### config.mk
export PLATFORM = sky130hd
export DESIGN_NAME = n4_b2_timer
export DESIGN_NICKNAME = d
export VERILOG_FILES = /design/src/rtl/n4_b2_timer_pkg.sv /design/src/rtl/n4_b2_timer_incrementer.sv /design/src/rtl/n4_b2_timer.sv
export SDC_FILE = /design/constraint.sdc
export NUM_CORES = 1
export LEC_CHECK = 0
export BUFFER_PORTS_ARGS = -buffer_cell sky130_fd_sc_hd__buf_2
export CAP_MARGIN = 20
export CORE_AREA = 2 2 39 41
export CTS_CLUSTER_SIZE = 10
export DETAILED_ROUTE_END_ITERATION = 12
export DIE_AREA = 0 0 41 43
export SYNTH_ARGS = -nofsm -noshare
export SYNTH_HDL_FRONTEND = slang
export SYNTH_SLANG_ARGS = --single-unit
### constraint.sdc
create_clock -name clock -period 3.1 [get_ports clock]
set_clock_uncertainty 0.2 [all_clocks]
set_input_delay 0.31 -clock clock [delete_from_list [all_inputs] [get_ports clock]]
set_output_delay 0.31 -clock clock [all_outputs]
set_load 0.02 [all_outputs]
### src/rtl/n4_b2_timer_pkg.sv
// Shared definitions for the n4_b2 interval timer: FSM encoding, counter width
// and the single-bit half-adder used to build the ripple incrementer.
package n4_b2_timer_pkg;

    localparam int CNT_W = 4;

    typedef enum logic [1:0] {
        S_IDLE = 2'b00,
        S_RUN  = 2'b01,
        S_DONE = 2'b10
    } state_e;

    // Returns {carry, sum} of a + b.
    function automatic logic [1:0] half_add(input logic a, input logic b);
        logic [1:0] r;
        r[0] = a ^ b;
        r[1] = a & b;
        return r;
    endfunction

endpackage

### src/rtl/n4_b2_timer_incrementer.sv
// n4_b2_incrementer: 4-bit base-2 ripple incrementer built as a half-adder
// chain. s3_s0 = x3_x0 + cin, carry out of the top stage on cout.
module n4_b2_incrementer
    import n4_b2_timer_pkg::*;
(
    input  logic [CNT_W-1:0] x3_x0,
    input  logic             cin,
    output logic [CNT_W-1:0] s3_s0,
    output logic             cout
);

    // Ripple the carry through one half-adder per bit.
    always_comb begin
        logic       c_v;
        logic [1:0] ha_v;
        c_v   = cin;
        ha_v  = 2'b00;
        s3_s0 = {CNT_W{1'b0}};
        for (int i = 0; i < CNT_W; i++) begin
            ha_v     = half_add(x3_x0[i], c_v);
            s3_s0[i] = ha_v[0];
            c_v      = ha_v[1];
        end
        cout = c_v;
    end

endmodule

### src/rtl/n4_b2_timer.sv
// n4_b2_timer: programmable interval timer. Counts 0..limit through the ripple
// incrementer, then raises done (held until ack, or a one-cycle pulse when
// AUTO_RELOAD restarts the count).
module n4_b2_timer
    import n4_b2_timer_pkg::*;
#(
    parameter bit AUTO_RELOAD = 1'b0
) (
    input  logic             clock,
    input  logic             reset,
    input  logic             start,
    input  logic [CNT_W-1:0] limit,
    input  logic             stop,
    input  logic             ack,
    output logic [CNT_W-1:0] count,
    output logic             busy,
    output logic             done
);

    state_e           state_q, state_d;
    logic [CNT_W-1:0] count_q, count_d;
    logic [CNT_W-1:0] limit_q, limit_d;
    logic [CNT_W-1:0] inc_sum_s;
    logic             term_s;

    // The carry out is never needed: the count stops at limit_q before it can wrap.
    n4_b2_incrementer u_inc (
        .x3_x0 (count_q),
        .cin   (1'b1),
        .s3_s0 (inc_sum_s),
        .cout  ()
    );

    assign term_s = (count_q == limit_q);

    // State, count and captured-limit registers with synchronous reset.
    always_ff @(posedge clock) begin
        if (reset) begin
            state_q <= S_IDLE;
            count_q <= {CNT_W{1'b0}};
            limit_q <= {CNT_W{1'b0}};
        end else begin
            state_q <= state_d;
            count_q <= count_d;
            limit_q <= limit_d;
        end
    end

    // Next-state decode; stop outranks the terminal compare and ack.
    always_comb begin
        state_d = state_q;
        case (state_q)
            S_IDLE: begin
                if (start) begin
                    state_d = S_RUN;
                end else begin
                    state_d = S_IDLE;
                end
            end
            S_RUN: begin
                if (stop) begin
                    state_d = S_IDLE;
                end else if (term_s) begin
                    state_d = S_DONE;
                end else begin
                    state_d = S_RUN;
                end
            end
            S_DONE: begin
                if (stop) begin
                    state_d = S_IDLE;
                end else if (AUTO_RELOAD) begin
                    state_d = S_RUN;
                end else if (ack) begin
                    state_d = S_IDLE;
                end else begin
                    state_d = S_DONE;
                end
            end
            default: begin
                state_d = S_IDLE;
            end
        endcase
    end

    // Count and limit updates: capture on start, increment in RUN, clear on reload.
    always_comb begin
        count_d = count_q;
        limit_d = limit_q;
        case (state_q)
            S_IDLE: begin
                if (start) begin
                    limit_d = limit;
                    count_d = {CNT_W{1'b0}};
                end else begin
                    count_d = count_q;
                end
            end
            S_RUN: begin
                if (!stop && !term_s) begin
                    count_d = inc_sum_s;
                end else begin
                    count_d = count_q;
                end
            end
            S_DONE: begin
                if (!stop && AUTO_RELOAD) begin
                    count_d = {CNT_W{1'b0}};
                end else begin
                    count_d = count_q;
                end
            end
            default: begin
                count_d = count_q;
            end
        endcase
    end

    // Moore outputs decoded from the state register.
    always_comb begin
        busy = 1'b0;
        done = 1'b0;
        case (state_q)
            S_RUN: begin
                busy = 1'b1;
            end
            S_DONE: begin
                done = 1'b1;
            end
            default: begin
                busy = 1'b0;
                done = 1'b0;
            end
        endcase
    end

    assign count = count_q;

endmodule

==> results.ini <==
[sta]
layout_setup_ws_ns = 1.26
tightest_slew_ns = 0.731
hold_viol = 0
rsz0062_at_grt = false
fin_crit_sh_pct = 59.4
worst_slew_margin_rel_pct = 51.2
timing.fmax_ghz = 0.543
period_minus_slack_ns = 1.84
setup_viol = 0
setup_tns_ns = 0
final_max_slew_viol_count = 0

[routing]
ant_nets = 0
wl_per_cell_microns = 12.2
firstDrtPassIters = 2
vias = 471
wirelength_microns = 1110
drt_iter0_drc = 2
avgViaCountPerCell = 5.18
drc = 0

[critical_path]
max_stage_delay_ns = 0.41
cp_num_buf_inv = 0
crit_type = flip-flop to flip-flop
critical-path-slowest-cell = dfxtp_1
required_ns = 3.10
crit_family = simple AND/OR/NAND/NOR gates
worst_setup_path_end_kind = flip-flop
arrival_ns = 1.84
critPathLaunchType = flip-flop
crit_top_cell = ha_1
path_cells = ha_1, ha_1, nand2_1, or3_1, or4_1, o21ai_0
crit_fanout = 5

[place]
pre_cts_ws_ns = 1.28
port_buffers = 14
dpl.hpwl_microns = 811
gp_congestion = 0.742
placed_cells = 87

[clock_network]
htreeDepth = 1
cts_sinks = 10
worstSkewPairLatency_ns = 0.27
cts-buffers-inserted = 3
cts.repair.resized = 0
clock_path_buffers = 2
cts-root-buf = clkbuf_4
holdBufCountCts = 0
postCtsSetupBuffers = 0
clkTransAtPathRegs_ns = 0.08
cts_tree = yes

[job]
max-cap-violations = 0

[die]
rows = 14
coreArea_sq_um = 1380
fp.dieW_microns = 41
initial_core_util_pct = 38.4
die-area_sq_um = 1760
die_h_microns = 43
ioPinCount = 15

[logic_synthesis]
async_flop_share_pct = 0
yosys.area.top_type = dfxtp_1
ys_seq_elements = 10
synthTopCellsByArea = dfxtp_1 (38%), xor2_1 (6.6%), nand2_1 (6.4%), ha_1 (4.7%), o21ai_0 (4.7%)
synth_edf_count = 0
synthDistinctLibCells = 23
yosysSeqAreaShare_pct = 37.6
ys.flop_type = dfxtp_1
syn_nets = 71
synth_top_area_share_pct = 37.6
syn_area_per_cell_sq_um = 8.86
syn_area_sq_um = 532
synth_warnings = 0
netlist_instances = 60

[power]
power_density_nw_per_um2 = 476
p_leak_nw = 0.314
max-vdd-ir-drop_uv = 252
power_w = 0.000301

[finish]
final_cell_count_no_fill = 91
nets = 87
most-common-layout-cells = buf_2 (14), dfxtp_1 (10), nand2_1 (9)
final_common_cell = buf_2
antennaDiodeCount = 0
fillers = 155
fin_util_pct = 45.7
drive_gt1_share_pct = 28.0
regArea_sq_um = 200
multi_input_area_sq_um = 298
area_delta_synth_final_pct = 18.8

[min_path]
hold_path.class = primary input to flip-flop

[global_routing]
grt_usage_pct = 16.3
grt_max_degree = 13
antenna_found_initial = 0
grt_pass1_wl_microns = 1860
overflow = 0
first_global_vias = 430

[run_status]
outcome = finished, final reports clean

stage by stage:
stage	area [sq um]	hold WS [ns]
global placement	596	0.282
finish	632	0.0448
floorplan	532	0.189
global route	632	0.0433
detailed placement	596	0.285
CTS	632	0.0372
registers in the layout (all words and copies together) (netlist names):
name and count:
limit_q 4, state_q 2, count 4
layer usage:
layer  vias to the layer above  routed length (microns)  GRT usage (%)
li1                        237                        -              -
met1                       223                      528           20.9
met2                         9                      515           23.1
met3                         2                       52           3.14
met4                         0                       15           12.0
met5                         -                        0              0
power by group:
group          internal, W  total (W)  switching, W
clock            0.0000713   0.000123     0.0000518
combinational    0.0000172  0.0000389     0.0000217
sequential        0.000134   0.000139    0.00000495
total             0.000222   0.000301     0.0000784
worst reg2reg max path: cells and delay by family, from the launching register on:
family | cells | cell delay [ns]
and+or+nand+nor | 3 | 0.76
AOI/OAI and AO/OA | 1 | 0.08
DFF | 1 | 0.41
adders and majority gates | 2 | 0.32
synth_stat cells, drive strengths merged, types with 3 or more instances:
| cell | instances |
|---|---|
| nand2 | 9 |
| dfxtp | 10 |
| a21oi | 4 |
| nand2b | 3 |
| nor2 | 3 |
| xor2 | 4 |
| o21ai | 5 |
area by class of cell:
type	count	area share [%]
Tap cell	16	3.17
Multi-Input combinational cell	45	47.1
Timing Repair Buffer	14	11.1
Inverter	2	1.19
Sequential cell	10	31.7
Clock buffer	4	5.74
cell families (layout without fill, tap and decap cells):
group,after synthesis,count (layout),share of synthesized area (%)
AOI/OAI and AO/OA,13,13,15.1
xor gates and xnor gates,4,4,6.59
adders and majority gates,2,2,4.71
buffers and inverters,5,20,6.35
DFF,10,10,37.6
muxes,3,3,6.59
and+or+nand+nor,23,23,23.1
path summary, 6_finish.rpt:
| check | startpoint | end | slack (ns) | cells after the start |
|---|---|---|---|---|
| max | count[0] | count[3] | 1.26 | 6 |
| min | stop | state_q[1] | 0.04 | 2 |
| max reg2reg | count[0] | count[3] | 1.26 | 6 |
| min reg2reg | limit_q[1] | limit_q[1] | 0.30 | 2 |
Power figures use the tool's default switching activity.
